--- src/rtl/mux_arbiter_if.sv ---
// mux_arbiter_if: handshake bundle between the two router input buffers, the
// downstream output stage and the packet arbiter that steers the 2:1 output mux.
//   ivalid_0/1, itype_0/1 : flit valid and flit type from input buffers 0/1
//   oready                : downstream accepts the mux output this cycle
//   sel                   : one-hot mux select (01 port 0, 10 port 1, 0 none)
//   iready_0/1            : flit consumed from input buffer 0/1 this cycle
//   busy                  : a packet currently holds the grant
//   err                   : sticky protocol error flag
// Modports: master = traffic side (buffers + downstream), slave = arbiter.
interface mux_arbiter_if #(
    parameter int TYPEW = 2,
    parameter int SELW  = 5
);
    logic             ivalid_0;
    logic [TYPEW-1:0] itype_0;
    logic             ivalid_1;
    logic [TYPEW-1:0] itype_1;
    logic             oready;
    logic [SELW-1:0]  sel;
    logic             iready_0;
    logic             iready_1;
    logic             busy;
    logic             err;

    modport master (
        output ivalid_0, itype_0, ivalid_1, itype_1, oready,
        input  sel, iready_0, iready_1, busy, err
    );

    modport slave (
        input  ivalid_0, itype_0, ivalid_1, itype_1, oready,
        output sel, iready_0, iready_1, busy, err
    );
endinterface

--- src/rtl/mux_arbiter.sv ---
// mux_arbiter: packet-level round-robin arbiter driving the select of the 2:1
// router output mux. A HEAD flit requests the grant; the grant is held until the
// owner's TAIL transfers (or MAXLEN flits have moved), then released. The losing
// port is backpressured through its iready.
// Ports:
//   clk  : clock, rising edge
//   rst  : asynchronous reset, active high
//   bus  : mux_arbiter_if.slave (flit valid/type in, oready in, sel/iready/busy/err out)
// Optional feature: define MUX_ARB_FASTSWITCH_EN to hand the grant straight to a
// waiting HEAD on the other port in the TAIL cycle, removing the idle bubble.

// Per-port flit decode: qualifies the type field with valid.
module mux_arb_port #(
    parameter int TYPEW = 2
) (
    input  logic             ivalid,
    input  logic [TYPEW-1:0] itype,
    output logic             vhead,
    output logic             vtail,
    output logic             vnone
);
    localparam logic [TYPEW-1:0] T_NONE = TYPEW'(0);
    localparam logic [TYPEW-1:0] T_HEAD = TYPEW'(1);
    localparam logic [TYPEW-1:0] T_TAIL = TYPEW'(2);

    assign vhead = ivalid & (itype == T_HEAD);
    assign vtail = ivalid & (itype == T_TAIL);
    assign vnone = ivalid & (itype == T_NONE);
endmodule

module mux_arbiter #(
    parameter int TYPEW  = 2,
    parameter int SELW   = 5,
    parameter int MAXLEN = 32,
    parameter int CNTW   = 6
) (
    input  logic         clk,
    input  logic         rst,
    mux_arbiter_if.slave bus
);
    localparam int NP = 2;
    localparam logic [CNTW-1:0] LAST_CNT = CNTW'(MAXLEN - 1);

    typedef enum logic {IDLE, LOCK} state_t;

    logic [NP-1:0]            ivalid_v;
    logic [NP-1:0][TYPEW-1:0] itype_v;
    logic [NP-1:0]            vhead, vtail, vnone;
    logic [NP-1:0]            iready_v;

    state_t          state_q, state_d;
    logic            owner_q, owner_d;
    logic            rr_q, rr_d;
    logic [CNTW-1:0] cnt_q, cnt_d;
    logic [SELW-1:0] sel_q, sel_d;
    logic            busy_q, busy_d;
    logic            err_q, err_d;

    logic winner;
    logic xfer_own;
    logic own_tail;
    logic forced;

    assign ivalid_v = {bus.ivalid_1, bus.ivalid_0};
    assign itype_v  = {bus.itype_1, bus.itype_0};

    for (genvar p = 0; p < NP; p++) begin : g_port
        mux_arb_port #(.TYPEW(TYPEW)) u_port (
            .ivalid (ivalid_v[p]),
            .itype  (itype_v[p]),
            .vhead  (vhead[p]),
            .vtail  (vtail[p]),
            .vnone  (vnone[p])
        );
    end

    function automatic logic [SELW-1:0] onehot(input logic p);
        logic [SELW-1:0] s;
        s    = '0;
        s[p] = 1'b1;
        return s;
    endfunction

    always_ff @(posedge clk or posedge rst) begin
        if (rst) begin
            state_q <= IDLE;
            owner_q <= 1'b0;
            rr_q    <= 1'b0;
            cnt_q   <= '0;
            sel_q   <= '0;
            busy_q  <= 1'b0;
            err_q   <= 1'b0;
        end else begin
            state_q <= state_d;
            owner_q <= owner_d;
            rr_q    <= rr_d;
            cnt_q   <= cnt_d;
            sel_q   <= sel_d;
            busy_q  <= busy_d;
            err_q   <= err_d;
        end
    end

    always_comb begin
        state_d  = state_q;
        owner_d  = owner_q;
        rr_d     = rr_q;
        cnt_d    = cnt_q;
        sel_d    = sel_q;
        busy_d   = busy_q;
        err_d    = err_q;
        iready_v = '0;
        winner   = 1'b0;
        xfer_own = 1'b0;
        own_tail = 1'b0;
        forced   = 1'b0;

        unique case (state_q)
            IDLE: begin
                // HEAD is only observed here; it is consumed as the first
                // flit once the grant is in place.
                if (|vhead) begin
                    winner  = (&vhead) ? rr_q : vhead[1];
                    state_d = LOCK;
                    owner_d = winner;
                    sel_d   = onehot(winner);
                    busy_d  = 1'b1;
                    cnt_d   = '0;
                end
                if (|(ivalid_v & ~vhead))
                    err_d = 1'b1;
            end
            LOCK: begin
                // Only the owner sees oready; the other port is held upstream.
                iready_v[owner_q] = bus.oready;
                xfer_own = ivalid_v[owner_q] & bus.oready;
                own_tail = vtail[owner_q];
                forced   = xfer_own & ~own_tail & (cnt_q == LAST_CNT);
                if (xfer_own) begin
                    cnt_d = cnt_q + CNTW'(1);
                    // cnt_q==0 is the granting HEAD itself; any later HEAD is a
                    // missing TAIL and rides along as data.
                    if (vnone[owner_q] | (vhead[owner_q] & (cnt_q != '0)) | forced)
                        err_d = 1'b1;
                    if (own_tail | forced) begin
                        state_d = IDLE;
                        sel_d   = '0;
                        busy_d  = 1'b0;
                        rr_d    = ~owner_q;
`ifdef MUX_ARB_FASTSWITCH_EN
                        if (vhead[~owner_q]) begin
                            state_d = LOCK;
                            owner_d = ~owner_q;
                            sel_d   = onehot(~owner_q);
                            busy_d  = 1'b1;
                            cnt_d   = '0;
                            rr_d    = owner_q;
                        end
`endif
                    end
                end
            end
            default: state_d = IDLE;
        endcase
    end

    assign bus.sel      = sel_q;
    assign bus.busy     = busy_q;
    assign bus.err      = err_q;
    assign bus.iready_0 = iready_v[0];
    assign bus.iready_1 = iready_v[1];
endmodule

--- src/flat_wrapper.sv ---
// flat-port wrapper written by rule: the top's interface ports become plain ports
module mux_arbiter_flat 
#(
    parameter int TYPEW  = 2,
    parameter int SELW   = 5,
    parameter int MAXLEN = 32,
    parameter int CNTW   = 6
)
  (clk, rst, bus_ivalid_0, bus_itype_0, bus_ivalid_1, bus_itype_1, bus_oready, bus_sel, bus_iready_0, bus_iready_1, bus_busy, bus_err);
  mux_arbiter_if #(.TYPEW(TYPEW), .SELW(SELW)) bus_i ();
  input  logic clk;
  input  logic rst;
  input wire logic [$bits(bus_i.ivalid_0)-1:0] bus_ivalid_0;
  input wire logic [$bits(bus_i.itype_0)-1:0] bus_itype_0;
  input wire logic [$bits(bus_i.ivalid_1)-1:0] bus_ivalid_1;
  input wire logic [$bits(bus_i.itype_1)-1:0] bus_itype_1;
  input wire logic [$bits(bus_i.oready)-1:0] bus_oready;
  output wire logic [$bits(bus_i.sel)-1:0] bus_sel;
  output wire logic [$bits(bus_i.iready_0)-1:0] bus_iready_0;
  output wire logic [$bits(bus_i.iready_1)-1:0] bus_iready_1;
  output wire logic [$bits(bus_i.busy)-1:0] bus_busy;
  output wire logic [$bits(bus_i.err)-1:0] bus_err;
  assign bus_i.ivalid_0 = bus_ivalid_0;
  assign bus_i.itype_0 = bus_itype_0;
  assign bus_i.ivalid_1 = bus_ivalid_1;
  assign bus_i.itype_1 = bus_itype_1;
  assign bus_i.oready = bus_oready;
  assign bus_sel = bus_i.sel;
  assign bus_iready_0 = bus_i.iready_0;
  assign bus_iready_1 = bus_i.iready_1;
  assign bus_busy = bus_i.busy;
  assign bus_err = bus_i.err;
  mux_arbiter #(.TYPEW(TYPEW), .SELW(SELW), .MAXLEN(MAXLEN), .CNTW(CNTW)) u_core (.clk(clk), .rst(rst), .bus(bus_i));
endmodule
--- config.mk ---
export PLATFORM = sky130hd
export DESIGN_NAME = mux_arbiter_flat
export DESIGN_NICKNAME = d
export VERILOG_FILES = /design/src/rtl/mux_arbiter_if.sv /design/src/rtl/mux_arbiter.sv /design/src/flat_wrapper.sv
export SDC_FILE = /design/constraint.sdc
export NUM_CORES = 1
export LEC_CHECK = 0
export BUFFER_PORTS_ARGS = -buffer_cell sky130_fd_sc_hd__buf_2
export CORE_AREA = 4 4 47 49
export CTS_BUF_LIST = sky130_fd_sc_hd__clkbuf_4 sky130_fd_sc_hd__clkbuf_8 sky130_fd_sc_hd__clkbuf_16
export CTS_CLUSTER_SIZE = 16
export DETAILED_ROUTE_END_ITERATION = 6
export DIE_AREA = 0 0 51 53
export PLACE_DENSITY = 0.74
export SETUP_SLACK_MARGIN = 0.5
export SYNTH_ARGS = -nofsm -noshare
export SYNTH_HDL_FRONTEND = slang
export SYNTH_SLANG_ARGS = --single-unit
export TNS_END_PERCENT = 20
--- constraint.sdc ---
create_clock -name clk -period 1.4 [get_ports clk]
set_input_delay 0.42 -clock clk [delete_from_list [all_inputs] [get_ports clk]]
set_output_delay 0.42 -clock clk [all_outputs]
set_load 0.02 [all_outputs]
==> results_dict.tcl <==
set metrics [dict create \
    critPathKind "flop to flop" \
    drt_wl_total_um 1861 \
    num_antenna_cells 0 \
    ys_warn_count 0 \
    finalHoldViolCount 0 \
    dominantRegCellSynth "dfrtp_1" \
    die_y_um 53 \
    port_buffers 14 \
    syn_avg_cell_area_um2 9.339 \
    grt_pass1_wl_um 3256 \
    ant_nets 0 \
    drv_slew 0 \
    p_leak_uw 0.0005256 \
    place_congestion 0.8071 \
    die_w_um 51 \
    layout_common_cells "dfrtp_1 (13), buf_6 (11), buf_4 (11), inv_1 (9), buf_2 (8)" \
    synth_top_area_cell "dfrtp_1" \
    ys_ff_latch 13 \
    syn_inst 84 \
    die_area_um2 2703 \
    yosysSeqAreaShare 0.4147 \
    drc 0 \
    final_cell_count_no_fill 142 \
    syn2layout_area_growth_pct 38.92 \
    fillers 173 \
    yosys.cell_types.count 32 \
    start_kind "flop" \
    core_area_um2 1862 \
    synth.area.top_cells "dfrtp_1 (41%), mux2i_1 (6.4%), o21ai_0 (5.1%), inv_1 (4.3%), nand2_1 (3.3%)" \
    setup_tns_ns -0.8868 \
    synth-async-reset-ratio 1.000 \
    dpl.hpwl_um 1377 \
    path_clk_slew_ns 0.08 \
    clk_latency_ns 0.28 \
    synth_top_cell_area_share 0.4147 \
    power_density_nw_per_um2 1619 \
    fmax_mhz 648.1 \
    worstPathRequired_ns 1.56 \
    initial_utilization 0.4214 \
    post-route-period-util 1.102 \
    gr-total-overflow 0 \
    htree_levels 1 \
    layout_setup_ws_ns -0.1430 \
    rsz0062_at_grt "true" \
    finalClockSkew_ns 0.0009776 \
    dp_cells 135 \
    grt_util_all_layers 0.1654 \
    drv_cap 0 \
    num_vias 759 \
    setup_violations 10 \
    status "finished, violations left" \
    clockRootBuffer "clkbuf_4" \
    hp-class "input port to async pin" \
    clock-sinks 13 \
    avgRoutedWirePerCell_um 13.11 \
    crit_fanout 3 \
    cts_made_buffers 3 \
    vdd_drop_max_uv 1088 \
    grt_max_degree 14 \
    grt_pass1_vias 762 \
    drt-pass1-iter-count 5 \
    multiInputGateArea_um2 420.4 \
    power.total_uw 1764 \
    netlist_area_um2 784.5 \
    cts_tree "built" \
    nets 127 \
    rows 16 \
    antenna_found_initial 0 \
    drtIter0Drc 14 \
    seq_area_um2 325.3 \
    arrival_ns 1.70 \
    viasPerCell 5.345 \
    fin_crit_ns 1.543 \
    io_pins 18 \
    drive_gt1_frac 0.3913 \
    crit_path_end_kind "flop" \
    synth_edf_count 0 \
    final_common_cell "dfrtp_1" \
    violations "setup timing" \
    clock_path_buffers 2 \
    hold_buffers 0 \
]
==> cells in the mapped netlist (all sizes together) (2+ instances only) <==
| library cell | n |
|---|---|
| inv | 9 |
| o21ai | 8 |
| nand2 | 7 |
| o21a | 2 |
| o22ai | 2 |
| buf | 5 |
| nand3 | 2 |
| nor2 | 5 |
| and3 | 2 |
| dfrtp | 13 |
| nor3b | 2 |
| ha | 2 |
| a21oi | 2 |
| mux2i | 5 |
| nand3b | 3 |
==> registers in the layout, summed over array words and instances, names as in the netlist <==
signal,flops
u_core.owner_q,1
u_core.bus.err,1
u_core.cnt_q,6
u_core.state_q,1
u_core.bus.sel,2
u_core.rr_q,1
u_core.bus.busy,1
==> power breakdown <==
group / switching [uW] / internal (uW) / leakage (uW)
registers: 102 / 506 / 0.000156
logic: 437 / 463 / 0.000351
clock network: 126 / 130 / 0.0000184
total: 665 / 1100 / 0.000526
==> worst max-delay path, stage by stage, from the launching register on <==
cell	delay [ns]
dfrtp_1	0.40
buf_6	0.13
or3b_4	0.38
and2_4	0.15
a221oi_2	0.23
o221ai_1	0.13
==> metal layers <==
| metal | wire length (um) | global-route usage | vias up | share of wire |
|---|---|---|---|---|
| met4 | 65 | 0.1211 | 0 | 0.035 |
| li1 | - | - | 353 | - |
| met3 | 72 | 0.01690 | 5 | 0.039 |
| met2 | 897 | 0.2725 | 26 | 0.48 |
| met5 | 0 | 0 | - | 0 |
| met1 | 825 | 0.1993 | 375 | 0.44 |
==> through the flow <==
step	worst slack, ns	utilization	instance area (um^2)	hold slack, ns
2_1_floorplan	-0.07583	-	792.0	0.2970
6_report	-0.1430	0.5853	1090	0.1459
3_5_place_dp	-0.1910	0.5094	948.4	0.4694
5_1_grt	-0.2144	0.5853	1090	0.1924
3_3_place_gp	-0.1386	0.5094	948.4	0.4608
4_1_cts	-0.1806	0.5793	1079	0.1599
==> kinds of logic after synthesis <==
family,count (synthesis),synth area share
AOI/OAI and AO/OA,22,0.1882
xor gates and xnor gates,1,0.01117
adders and majority gates,2,0.03189
buffers and inverters,14,0.1005
DFF,13,0.4147
muxes,5,0.06380
other,1,0.004780
and+or+nand+nor,26,0.1850
==> final timing paths <==
| kind | start | endpoint | slack, ns | depth (start not counted) |
|---|---|---|---|---|
| setup / recovery | u_core.owner_q | u_core.bus.err | -0.14 | 5 |
| hold / removal | rst | u_core.state_q | 0.15 | 2 |
| setup reg to reg | u_core.owner_q | u_core.bus.err | -0.14 | 5 |
| hold reg to reg | u_core.cnt_q[4] | u_core.cnt_q[4] | 0.51 | 1 |
| max in group asynchronous | rst | u_core.bus.sel[0] | 0.92 | 2 |
| min in group clk | bus_ivalid_0 | u_core.bus.err | 0.51 | 3 |
==> area by class of cell <==
| cell class | count | area share |
|---|---|---|
| Multi-Input combinational cell | 59 | 0.3858 |
| Timing Repair Buffer | 30 | 0.2262 |
| Inverter | 9 | 0.03100 |
| Tap cell | 27 | 0.03100 |
| Sequential cell | 13 | 0.2985 |
| Clock buffer | 4 | 0.02755 |
==> repair_timing <==
item / in CTS / in global routing
setup endpoints to repair: 19 / 19
pin swaps: 5 / 3
hold endpoints to repair: 0 / 0
gates resized for setup: 24 / 7
setup buffers: 3 / 0
(Power assumes the default switching activity.)
